--- src/rtl/dmem_arb_pkg.sv ---
// Shared types and constants for the two-master data-memory arbiter.
package dmem_arb_pkg;

    typedef enum logic [1:0] {
        FREE  = 2'd0,
        LOCK0 = 2'd1,
        LOCK1 = 2'd2
    } arb_state_e;

    localparam logic [3:0] MASK_B = 4'b0001;
    localparam logic [3:0] MASK_H = 4'b0011;
    localparam logic [3:0] MASK_W = 4'b1111;

    // Anything that is not an explicit byte or half mask is a full word.
    function automatic logic [3:0] norm_mask(input logic [3:0] mask);
        if (mask == MASK_B) return MASK_B;
        if (mask == MASK_H) return MASK_H;
        return MASK_W;
    endfunction

endpackage

--- src/rtl/dmem_arb_port.sv ---
// Per-master response registers: one-cycle ack pulse and read data held until the next read.
module dmem_arb_port #(
    parameter int unsigned DATA_W = 32
) (
    input  logic              i_clk,
    input  logic              i_rst_n,
    input  logic              i_gnt,
    input  logic              i_we,
    input  logic [DATA_W-1:0] i_rdata,
    output logic              o_ack,
    output logic [DATA_W-1:0] o_rdata
);

    logic              r_ack;
    logic [DATA_W-1:0] r_rdata;

    always_ff @(posedge i_clk or negedge i_rst_n) begin
        if (!i_rst_n) begin
            r_ack   <= 1'b0;
            r_rdata <= '0;
        end else begin
            r_ack <= i_gnt;
            if (i_gnt && !i_we) begin
                r_rdata <= i_rdata;
            end
        end
    end

    assign o_ack   = r_ack;
    assign o_rdata = r_rdata;

endmodule

--- src/rtl/dmem_arbiter.sv ---
// Round-robin arbiter with bounded locking that shares one data memory between two masters.
module dmem_arbiter
    import dmem_arb_pkg::*;
#(
    parameter int unsigned DATA_W   = 32,
    parameter int unsigned ADDR_W   = 32,
    parameter int unsigned MAX_LOCK = 16
) (
    input  logic              clk,
    input  logic              rst_n,
    input  logic              m0_req,
    input  logic              m0_we,
    input  logic [ADDR_W-1:0] m0_addr,
    input  logic [DATA_W-1:0] m0_wdata,
    input  logic [3:0]        m0_mask,
    input  logic              m0_lock,
    output logic              m0_gnt,
    output logic              m0_ack,
    output logic [DATA_W-1:0] m0_rdata,
    input  logic              m1_req,
    input  logic              m1_we,
    input  logic [ADDR_W-1:0] m1_addr,
    input  logic [DATA_W-1:0] m1_wdata,
    input  logic [3:0]        m1_mask,
    input  logic              m1_lock,
    output logic              m1_gnt,
    output logic              m1_ack,
    output logic [DATA_W-1:0] m1_rdata,
    output logic              mem_ce,
    output logic              mem_we,
    output logic              mem_memRr,
    output logic [ADDR_W-1:0] mem_addr,
    output logic [DATA_W-1:0] mem_wtData,
    output logic [3:0]        mem_w_mask,
    output logic [3:0]        mem_r_mask,
    input  logic [DATA_W-1:0] mem_rdData
);

    localparam int unsigned CNT_W = $clog2(MAX_LOCK);

    arb_state_e       r_state, w_state_nxt;
    logic             r_ptr, w_ptr_nxt;
    logic [CNT_W-1:0] r_lock_cnt, w_lock_cnt_nxt;
    logic [1:0]       w_gnt;
    logic             w_lock_max;

    assign w_lock_max = (r_lock_cnt == CNT_W'(MAX_LOCK - 1));

    // Grants are gated by reset so nothing reaches the memory while rst_n is low.
    always_comb begin
        w_gnt = 2'b00;
        if (rst_n) begin
            case (r_state)
                FREE: begin
                    if (m0_req && m1_req) w_gnt = r_ptr ? 2'b10 : 2'b01;
                    else                  w_gnt = {m1_req, m0_req};
                end
                LOCK0:   w_gnt = {1'b0, m0_req};
                LOCK1:   w_gnt = {m1_req, 1'b0};
                default: w_gnt = 2'b00;
            endcase
        end
    end

    always_comb begin
        w_state_nxt    = r_state;
        w_ptr_nxt      = r_ptr;
        w_lock_cnt_nxt = r_lock_cnt;
        case (r_state)
            FREE: begin
                if (w_gnt[0]) begin
                    w_ptr_nxt = 1'b1;
                    if (m0_lock) begin
                        w_state_nxt    = LOCK0;
                        w_lock_cnt_nxt = '0;
                    end
                end else if (w_gnt[1]) begin
                    w_ptr_nxt = 1'b0;
                    if (m1_lock) begin
                        w_state_nxt    = LOCK1;
                        w_lock_cnt_nxt = '0;
                    end
                end
            end
            LOCK0: begin
                if (!m0_lock || w_lock_max) begin
                    w_state_nxt    = FREE;
                    w_ptr_nxt      = 1'b1;
                    w_lock_cnt_nxt = '0;
                end else begin
                    w_lock_cnt_nxt = r_lock_cnt + CNT_W'(1);
                end
            end
            LOCK1: begin
                if (!m1_lock || w_lock_max) begin
                    w_state_nxt    = FREE;
                    w_ptr_nxt      = 1'b0;
                    w_lock_cnt_nxt = '0;
                end else begin
                    w_lock_cnt_nxt = r_lock_cnt + CNT_W'(1);
                end
            end
            default: w_state_nxt = FREE;
        endcase
    end

    always_ff @(posedge clk or negedge rst_n) begin
        if (!rst_n) begin
            r_state    <= FREE;
            r_ptr      <= 1'b0;
            r_lock_cnt <= '0;
        end else begin
            r_state    <= w_state_nxt;
            r_ptr      <= w_ptr_nxt;
            r_lock_cnt <= w_lock_cnt_nxt;
        end
    end

    always_comb begin
        mem_ce     = 1'b0;
        mem_we     = 1'b0;
        mem_memRr  = 1'b0;
        mem_addr   = '0;
        mem_wtData = '0;
        mem_w_mask = '0;
        mem_r_mask = '0;
        if (w_gnt[0]) begin
            mem_ce     = 1'b1;
            mem_we     = m0_we;
            mem_memRr  = ~m0_we;
            mem_addr   = m0_addr;
            mem_wtData = m0_wdata;
            mem_w_mask = norm_mask(m0_mask);
            mem_r_mask = norm_mask(m0_mask);
        end else if (w_gnt[1]) begin
            mem_ce     = 1'b1;
            mem_we     = m1_we;
            mem_memRr  = ~m1_we;
            mem_addr   = m1_addr;
            mem_wtData = m1_wdata;
            mem_w_mask = norm_mask(m1_mask);
            mem_r_mask = norm_mask(m1_mask);
        end
    end

    assign m0_gnt = w_gnt[0];
    assign m1_gnt = w_gnt[1];

    dmem_arb_port #(
        .DATA_W (DATA_W)
    ) u_port0 (
        .i_clk   (clk),
        .i_rst_n (rst_n),
        .i_gnt   (w_gnt[0]),
        .i_we    (m0_we),
        .i_rdata (mem_rdData),
        .o_ack   (m0_ack),
        .o_rdata (m0_rdata)
    );

    dmem_arb_port #(
        .DATA_W (DATA_W)
    ) u_port1 (
        .i_clk   (clk),
        .i_rst_n (rst_n),
        .i_gnt   (w_gnt[1]),
        .i_we    (m1_we),
        .i_rdata (mem_rdData),
        .o_ack   (m1_ack),
        .o_rdata (m1_rdata)
    );

endmodule

--- config.mk ---
export PLATFORM = sky130hd
export DESIGN_NAME = dmem_arbiter
export DESIGN_NICKNAME = d
export VERILOG_FILES = /design/src/rtl/dmem_arb_pkg.sv /design/src/rtl/dmem_arb_port.sv /design/src/rtl/dmem_arbiter.sv
export SDC_FILE = /design/constraint.sdc
export NUM_CORES = 1
export LEC_CHECK = 0
export ABC_CLOCK_PERIOD_IN_PS = 3000
export CORE_AREA = 3 3 122 124
export CTS_CLUSTER_SIZE = 16
export DETAILED_ROUTE_END_ITERATION = 12
export DIE_AREA = 0 0 125 127
export GPL_ROUTABILITY_DRIVEN = 0
export PLACE_DENSITY = 0.73
export SLEW_MARGIN = 20
export SYNTH_ARGS = -nofsm -noshare
export SYNTH_HDL_FRONTEND = slang
export SYNTH_SLANG_ARGS = --single-unit
--- constraint.sdc ---
create_clock -name clk -period 3 [get_ports clk]
set_clock_uncertainty 0.1 [all_clocks]
set_input_delay 0.75 -clock clk [delete_from_list [all_inputs] [get_ports clk]]
set_output_delay 0.75 -clock clk [all_outputs]
set_load 0.02 [all_outputs]
==> run metrics <==
hold buffers post-CTS=0; net switching share of the total power=37.5%; CTS tree=yes; P per Cell Area=810 nW/um^2; fmax=310 MHz; pin count of the biggest net entering global routing=71; endpoints failing setup=68; Gate power share=60.1%; drt via density=4.95; syn avg cell area=12.7 sq um; endpoints failing hold=0; HPWL Detailed=16000 microns; WL/cell=24.9 microns; GR Overflow Total=0; Power Internal=4.25 mW; YS warnings=0; Initial Utilization=26.6%; failing checks=setup timing; first-pass GRT wire length=29900 microns; sequential area share after synthesis=49.5%; Slew headroom=39.8%; DR iter-0 viols=206; Net Count, Synth=471; Multi-input gate area=2000 sq um; RSZ-0062 raised after global routing=true; Slew @ Worst Pin=0.903 ns; CP Launch Type=input pin; Yosys reg bits=73; Final TNS setup=-9.04 ns; IO buf count=318; vias in the first global route=4536; initial antenna violation count=5; CP max FO=6; H-tree levels=3; Post-Syn Area=3690 sq um; antenna-violating nets left=0; CP Class=input pin to output pin; Worst Path Arrival=2.37 ns; library cells used by synthesis=37; final cell count without fillers=846; register area=1830 sq um; Final Cycle Share=107%; Pre-antenna DRT Iters=4; fraction of power consumed by sequential logic=25.1%; Total GRT Usage=25.5%; clock sink count=73; total CTS buffers=9; worst hold path class=input pin to async pin; Post-DP Area=7310 sq um; IO Count=319; cell count after synthesis=290; clk root buf=clkbuf_16; Synth Flop Type=dfrtp_1; filler instances=1089; P_leak=3.65 nW; DRC=0; VDD IR max=0.553 mV; die height=127 microns; cell area after layout=8400 sq um; vias=4190; maximum clock path buffer count=2; Clock transition at path regs=0.06 ns; Nets=841; layout cells sized above 1=40.9%; Final Max Slew Viols=0; fin crit period=3.22 ns; Die ar.=15900 sq um; Crit. End Element=output pin; dpl cells=800; Skew-Pair Late Insertion Delay=0.33 ns; status=finished, violations left; Post-Route WL=21100 microns; row count=43; EDFF count, synth=0; core box area=13900 sq um; area delta synth->final=127%; data required time of the critical path=2.15 ns; Clock Power Share=14.8%; die width=125 microns; Synth async-reset ratio=100%; Final Power=6.80 mW; number of max-cap violations=0; final worst slack=-0.222 ns; switching pwr=2.55 mW; post-layout util=60.5%
==> synth_stat cells, types with 3 or more instances <==
| cell type | count | area share, % |
|---|---|---|
| dfrtp_1 | 73 | 49 |
| o21ai_0 | 6 | 0.81 |
| nand2_1 | 9 | 0.92 |
| ha_1 | 5 | 1.7 |
| nand3_1 | 3 | 0.41 |
| buf_2 | 9 | 1.2 |
| nor2_1 | 5 | 0.51 |
| mux2_2 | 66 | 20 |
| buf_4 | 9 | 1.8 |
| clkbuf_1 | 8 | 0.81 |
| a22o_1 | 66 | 16 |
==> logic make-up after synthesis <==
kind of cell | count (synthesis) | synth area share (%)
AOI/OAI and AO/OA | 87 | 20.3
adders and majority gates | 5 | 1.69
buffers and inverters | 31 | 4.37
DFF | 73 | 49.5
muxes | 66 | 20.1
and+or+nand+nor | 28 | 4.00
==> flip-flops by register name, indices dropped and copies added, names as in the netlist <==
signal,flops
u_port0.o_rdata,32
r_ptr,1
r_state,2
u_port1.o_ack,1
u_port1.o_rdata,32
u_port0.o_ack,1
r_lock_cnt,4
==> worst paths after layout <==
check	from	endpoint	slack [ns]	cells past startpoint
max reg2reg	r_state[1]	u_port0.o_rdata[13]	0.37	11
min reg2reg	u_port0.o_rdata[24]	u_port0.o_rdata[24]	0.40	1
min	rst_n	r_ptr	0.27	2
max	m0_req	mem_addr[12]	-0.22	10
max in group asynchronous	rst_n	u_port0.o_rdata[4]	1.59	2
min in group clk	u_port0.o_rdata[24]	u_port0.o_rdata[24]	0.40	1
==> power groups by stage <==
stage | clock [mW] | combinational (mW) | sequential, mW
floorplan | 0 | 1.13 | 2.23
global placement | 0 | 3.62 | 1.68
detailed placement | 0 | 3.65 | 1.71
CTS | 1.03 | 4.04 | 1.70
global route | 1.08 | 4.27 | 1.76
finish | 1.01 | 4.09 | 1.70
==> layer usage <==
| metal | part of all wire (%) | GRT usage [%] | wire, microns | vias up |
|---|---|---|---|---|
| met2 | 47 | 41.4 | 9900 | 245 |
| met3 | 12 | 11.7 | 2510 | 27 |
| li1 | - | - | - | 1856 |
| met4 | 2.5 | 7.46 | 524 | 8 |
| met1 | 38 | 30.5 | 8060 | 2054 |
| met5 | 0.29 | 0 | 61 | - |
==> cell usage in the layout, fill, tap and decap left out, drive strengths merged <==
cell,count
clkdlybuf4s50,238
buf,141
dfrtp,73
mux2,66
a22o,66
clkbuf,14
nand2,9
o21ai,6
nor2,5
ha,5
inv,4
nand3,3
clkinv,3
clkdlybuf4s15,3
clkinvlp,2
nor2b,2
nand2b,2
a211oi,2
diode,1
a21boi,1
o211ai,1
nor3b,1
or3,1
or2,1
a21o,1
nor4b,1
a221o,1
a21oi,1
o31ai,1
o2111a,1
a311oi,1
a22oi,1
a31oi,1
or2b,1
a31o,1
o21bai,1
o221ai,1
nand4,1
or4,1
dlygate4sd2,1
==> critical path: stages <==
cell,delay (ns)
clkdlybuf4s15_2,0.19
nor3b_4,0.15
or3_4,0.41
nor2_4,0.14
buf_12,0.13
buf_16,0.12
buf_8,0.13
buf_6,0.10
a22o_4,0.12
buf_6,0.12
==> through the flow <==
step / hold slack, ns / setup slack (ns)
after floorplan: 0.354 / 0.0164
after global routing: 0.265 / -0.292
after CTS: 0.251 / -0.268
final: 0.270 / -0.222
after global placement: 0.389 / -0.871
after detailed placement: 0.393 / -0.886
==> layout make-up <==
class                           count  share of cell area (%)
Antenna cell                        1                  0.0298
Tap cell                          180                    2.68
Inverter                            4                   0.179
Timing Repair Buffer              386                    48.1
Sequential cell                    73                    21.8
Clock inverter                      5                   0.358
Clock buffer                       11                    3.01
Multi-Input combinational cell    186                    23.8
==> timing repair <==
item,in CTS,in global routing
buffers inserted,19,5
endpoints found under the hold margin,0,0
endpoints found under the setup margin,77,76
pin swaps,17,21
cloned,7,1
gates resized for setup,386,17
Power figures use the tool's default switching activity.
==> variant 1: new RTL, same flow settings <==
Set the parameter `MAX_LOCK` to 32 (it was 16).
--- a/src/rtl/dmem_arbiter.sv
+++ b/src/rtl/dmem_arbiter.sv
@@ -4,7 +4,7 @@
 #(
     parameter int unsigned DATA_W   = 32,
     parameter int unsigned ADDR_W   = 32,
-    parameter int unsigned MAX_LOCK = 16
+    parameter int unsigned MAX_LOCK = 32
 ) (
     input  logic              clk,
     input  logic              rst_n,
Behaviour: same outputs for any inputs over 4 cycles, from zero or initial values and one cycle with rst_n low; that may be too few to reach the edited logic, so the function may still have changed.
==> variant 1 against the original RTL <==
  * The run still ends with setup timing left
  * Cell area shrank 5.1%
  * Highest routed layer is now met4
  * Setup slack gained 0.11 ns
  * Sequential cell count grew 1
  * Wire length shrank 18%
  * Power grew 7.1%
  * Register-to-register slack gained 0.12 ns
  * Combinational power grew 4%
  * Area after synthesis grew 6.3%
==> variant 1: results (changes against the original RTL) <==
----------------------------------------------------
[Setup path]
  Register-to-Register Setup Slack ... 0.49 ns (+0.12 ns)
  Critical path class ... flop to output pin
  Endpoint of the lowest-slack register-to-register path ... u_port0.o_rdata[31]$_DFFE_PN0P_
  Capture point of the worst path ... mem_wtData[14]
  Critical register-to-register path startpoint ... r_state[0]$_DFFE_PN0P_
  Slowest cell on the critical path ... sky130_fd_sc_hd__dfrtp_2

[Global route]
  Met3 layer usage reported by global route ... 7.02% (-4.7 points)
  First-pass GRT wire length ... 25600 um (-15%)
  Largest net degree at the start of global routing ... 40 (-44%)

[Pwr]
  Peak VDD IR ... 382 uV (-31%)
  Clock network fraction of total power ... 17.9% (+3.1 points)
  Fraction of power spent switching nets ... 36.2% (-1.3 points)
  Clock-net power ... 1.30 mW (+29%)

[Logic synthesis]
  Cell count after synthesis ... 305 (+5.2%)
  Nets in the synthesized netlist ... 487 (+3.4%)
  Count of different cell masters after synthesis ... 36 (-2.7%)
  Main area contributors after synthesis ... sky130_fd_sc_hd__dfrtp_1 (47%), sky130_fd_sc_hd__a22o_1 (15%), sky130_fd_sc_hd__mux2_4 (11%)

[Timing]
  Transition time of the tightest slew-check pin ... 0.494 ns (-0.409 ns)
  Number of endpoints failing setup at the final stage ... 59 (-13%)
  Worst hold margin ... 0.404 ns (+0.134 ns)
  Setup slack of the critical path after layout ... -0.117 ns (+0.105 ns)

[Detailed routing]
  Routed met3 length ... 1310 um (-48%)
  DRC marker count from the first detailed-route iteration ... 153 (-26%)
  Met2 wire length ... 8940 um (-9.7%)
  Average via count per standard cell ... 4.85 (-2.0%)
  Routed length on met1 ... 6650 um (-17%)
  Highest metal used ... met4
  Per-cell routed wire length ... 20.8 um (-17%)

[Place]
  Number of placed instances, taps included ... 797 (-0.38%)
  Placed cell area ... 7400 sq um (+1.3%)

[Final layout]
  Fraction of final layout cells sized beyond drive strength 1 ... 34.7% (-6.2 points)
  Antenna fix cells ... 0 (-1)
  Share of the core filled with cells in the final layout ... 57.4% (-3.1 points)
  Final layout net count ... 830 (-1.3%)

[CTS]
  Post-CTS Repair Setup Buffers ... 12 (-7)
  Resized cells post-CTS ... 356 (-7.8%)

[Outcome]
  Run status ... finished, violations left
  Failing checks ... setup timing

----------------------------------------------------
[variant 1: cell count changes in the layout (fill, tap and decap cells not counted), sizes merged, moves of 2 or more]
cell      unedited run  this run
clkinv               3         1
o21ai                6        11
buf                141       114
o41ai                0         3
a21oi                1         3
nor4                 0         2
bufinv               0         4
o31a                 0         2
inv                  4         9
clkinvlp             2         0
[variant 1: area by class of cell]
| class | instances | area share, % |
|---|---|---|
| clock inverters | 6 | 1.73 |
| repair buffers | 360 | 44.4 |
| multi-input cells | 195 | 24.5 |
| clock buffers | 9 | 2.83 |
| inverters | 8 | 0.471 |
| flip-flops and latches | 74 | 23.3 |
| well taps | 180 | 2.83 |
[variant 1: cell families after synthesis]
| family | synth area share (%) |
|---|---|
| compound gates | 19.3 |
| simple gates | 4.43 |
| fa+ha+maj | 1.91 |
| mux | 21.4 |
| flops | 47.2 |
| buf+inv | 5.71 |
==> variant 2: new RTL, same flow settings <==
Made on the original files. Encoding of `arb_state_e`: now one-hot (3 bits for 3 states).
--- a/src/rtl/dmem_arb_pkg.sv
+++ b/src/rtl/dmem_arb_pkg.sv
@@ -1,10 +1,10 @@
 // Shared types and constants for the two-master data-memory arbiter.
 package dmem_arb_pkg;
 
-    typedef enum logic [1:0] {
-        FREE  = 2'd0,
-        LOCK0 = 2'd1,
-        LOCK1 = 2'd2
+    typedef enum logic [2:0] {
+        FREE  = 3'b001,
+        LOCK0 = 3'b010,
+        LOCK1 = 3'b100
     } arb_state_e;
 
     localparam logic [3:0] MASK_B = 4'b0001;
Formal check against the unedited RTL: same outputs for any inputs over 4 cycles, from zero or initial values and one cycle with rst_n low; so few cycles prove little.
==> variant 2 against the original RTL <==
  * Critical endpoint is now mem_addr[9]
  * Combinational power fell by 11%
  * Cell area fell by 6.3%
  * Count of clock-buffer cells in the layout fell by 2
  * Wire length fell by 19%
  * The run still ends with setup timing left
  * Power fell by 5.2%
  * Non-clock buffer count fell by 21
  * Setup slack improved by 0.13 ns
  * Die area did not move
  * Sequential cell count rose by 1
  * Area after synthesis rose by 1.7%
  * Utilization fell by 3.8 points
  * Largest power group unchanged
  * Cell count fell by 2.2%
==> variant 2: results (changes against the original RTL) <==
----------------------------------------------------
[Setup path]
  Slowest Stage Delay on Critical Path ... 0.56 ns (+0.15 ns)
  Critical path fanouts, max ... 5 (-1)
  Critical register-to-register path startpoint ... r_state[0]$_DFFE_PN1P_
  Worst endpoint data arrival time ... 2.24 ns (-0.13 ns)
  Endpoint of the lowest-slack register-to-register path ... u_port1.o_rdata[28]$_DFFE_PN0P_
  Register-to-Register Setup Slack ... 0.41 ns (+0.04 ns)
  Slowest cell on the critical path ... sky130_fd_sc_hd__dfstp_2

[Pwr]
  Leakage power total ... 3.40 nW (-7.0%)
  Peak VDD IR ... 296 uV (-46%)

[Final layout]
  Antenna fix cells ... 0 (-1)
  Fill cell instance count of the final layout ... 1178 (+8.2%)
  Final layout net count ... 819 (-2.6%)

[Outcome]
  Run status ... finished, violations left
  Failing checks ... setup timing

[Global route]
  Largest net degree at the start of global routing ... 74 (+4.2%)
  Overall routing resource usage ... 20.3% (-5.2 points)
  GR Layer Usage met1 ... 25.3% (-5.1 points)
  Number of global-route vias before repair ... 4179 (-7.9%)
  Met3 layer usage reported by global route ... 7.53% (-4.2 points)
  Number of antenna violations at the first check in global routing ... 0 (-5)
  First-pass GRT wire length ... 24900 um (-17%)
  GR Util met2 ... 33.3% (-8.1 points)

[Logic synthesis]
  FFs w/ async S/R, synth ... 100% (unchanged)
  Main area contributors after synthesis ... sky130_fd_sc_hd__dfrtp_1 (49%), sky130_fd_sc_hd__mux2_2 (17%), sky130_fd_sc_hd__a22o_1 (15%)
  Sequential-to-total area share from yosys stat ... 49.4% (-0.11 points)
  Top cells by instance count after synthesis ... sky130_fd_sc_hd__dfrtp_1 (73), sky130_fd_sc_hd__a22o_1 (66), sky130_fd_sc_hd__mux2_2 (58), sky130_fd_sc_hd__nand2_1 (14), sky130_fd_sc_hd__buf_4 (8)
  Count of different cell masters after synthesis ... 35 (-5.4%)
  Nets in the synthesized netlist ... 472 (+0.21%)

[Detailed routing]
  Final wirelength ... 17000 um (-19%)
  Via count of the routed design ... 3905 (-6.8%)
  First-pass iteration count of the detailed router ... 4 (unchanged)
  DRC marker count from the first detailed-route iteration ... 228 (+11%)

[Place]
  Placed cell area ... 7250 sq um (-0.82%)
  Detailed Place HPWL ... 13400 um (-16%)

[Timing]
  Setup slack of the critical path after layout ... -0.0947 ns (+0.127 ns)
  Number of endpoints failing setup at the final stage ... 27 (-60%)
  Max_slew headroom ... 39.6% (-0.14 points)

----------------------------------------------------
## variant 2: cell types whose count changed after synthesis, moves of 3 or more
cell | unedited run | this run
sky130_fd_sc_hd__mux2_1 | 0 | 7
sky130_fd_sc_hd__buf_2 | 9 | 6
sky130_fd_sc_hd__buf_1 | 1 | 5
sky130_fd_sc_hd__mux2_2 | 66 | 58
sky130_fd_sc_hd__nand2_1 | 9 | 14
sky130_fd_sc_hd__buf_6 | 0 | 6
sky130_fd_sc_hd__ha_1 | 5 | 1
sky130_fd_sc_hd__clkbuf_1 | 8 | 4
## variant 2: logic make-up (layout without fill, tap and decap cells)
family	Yosys count	after routing	share of synthesized area (%)
AOI/OAI and AO/OA	85	85	19.1
DFF	74	74	49.4
muxes	66	66	19.8
and+or+nand+nor	38	38	6.07
buffers and inverters	31	383	5.30
adders and majority gates	1	1	0.333
## variant 2: routing by layer
layer	vias up	routed length (um)	share of wire [%]
met4	0	339	2.0
met3	23	1570	9.2
met2	191	8200	48
met1	1879	6910	41
met5	-	0	0
li1	1812	-	-
## variant 2: area by class of cell
class                           count  area share [%]
Timing Repair Buffer              365            46.9
Sequential cell                    74            23.5
Multi-Input combinational cell    190            22.7
Clock buffer                        9            2.86
Tap cell                          180            2.86
Clock inverter                      7            1.05
Inverter                            2          0.0954
## variant 2: how the worst max path moves through the flow
| stage | start | to | slack [ns] | cells past startpoint |
|---|---|---|---|---|
| floorplan | m1_req | mem_r_mask[3] | 0.09 | 6 |
| global placement | m0_req | mem_addr[21] | -0.64 | 8 |
| detailed placement | m0_req | mem_addr[21] | -0.67 | 8 |
| CTS | r_state[0]$_DFFE_PN1P_ | mem_addr[9] | -0.12 | 9 |
| global route | r_state[0]$_DFFE_PN1P_ | mem_addr[9] | -0.18 | 9 |
| finish | r_state[0]$_DFFE_PN1P_ | mem_addr[9] | -0.09 | 9 |
## variant 2: repair_timing
action,CTS,global route
gates resized for setup,357,40
cloned,3,0
buffers inserted,13,2
hold endpoints to repair,0,0
setup endpoints to repair,77,75
pin swaps,6,12
## variant 2: worst max-delay path: cells and delay by family, from the launching register on
kind            cells  cell delay, ns
buf+inv             5            0.65
simple gates        2            0.31
flops               1            0.56
compound gates      2            0.39
## variant 2: where the power goes
group / switching (mW) / internal (mW)
registers: 0.248 / 1.46
logic: 1.69 / 1.96
clock network: 0.428 / 0.658
total: 2.36 / 4.08
## variant 2: through the flow
step	setup TNS [ns]	utilization [%]	setup WS [ns]	hold slack (ns)	std cells
after floorplan	0	-	0.0926	0.352	295
after global placement	-39.66	52.2	-0.638	0.368	795
after detailed placement	-41.33	52.2	-0.666	0.374	795
after CTS	-3.22	56.2	-0.124	0.217	827
after global routing	-5.73	56.7	-0.182	0.219	827
final	-1.39	56.7	-0.0947	0.229	827
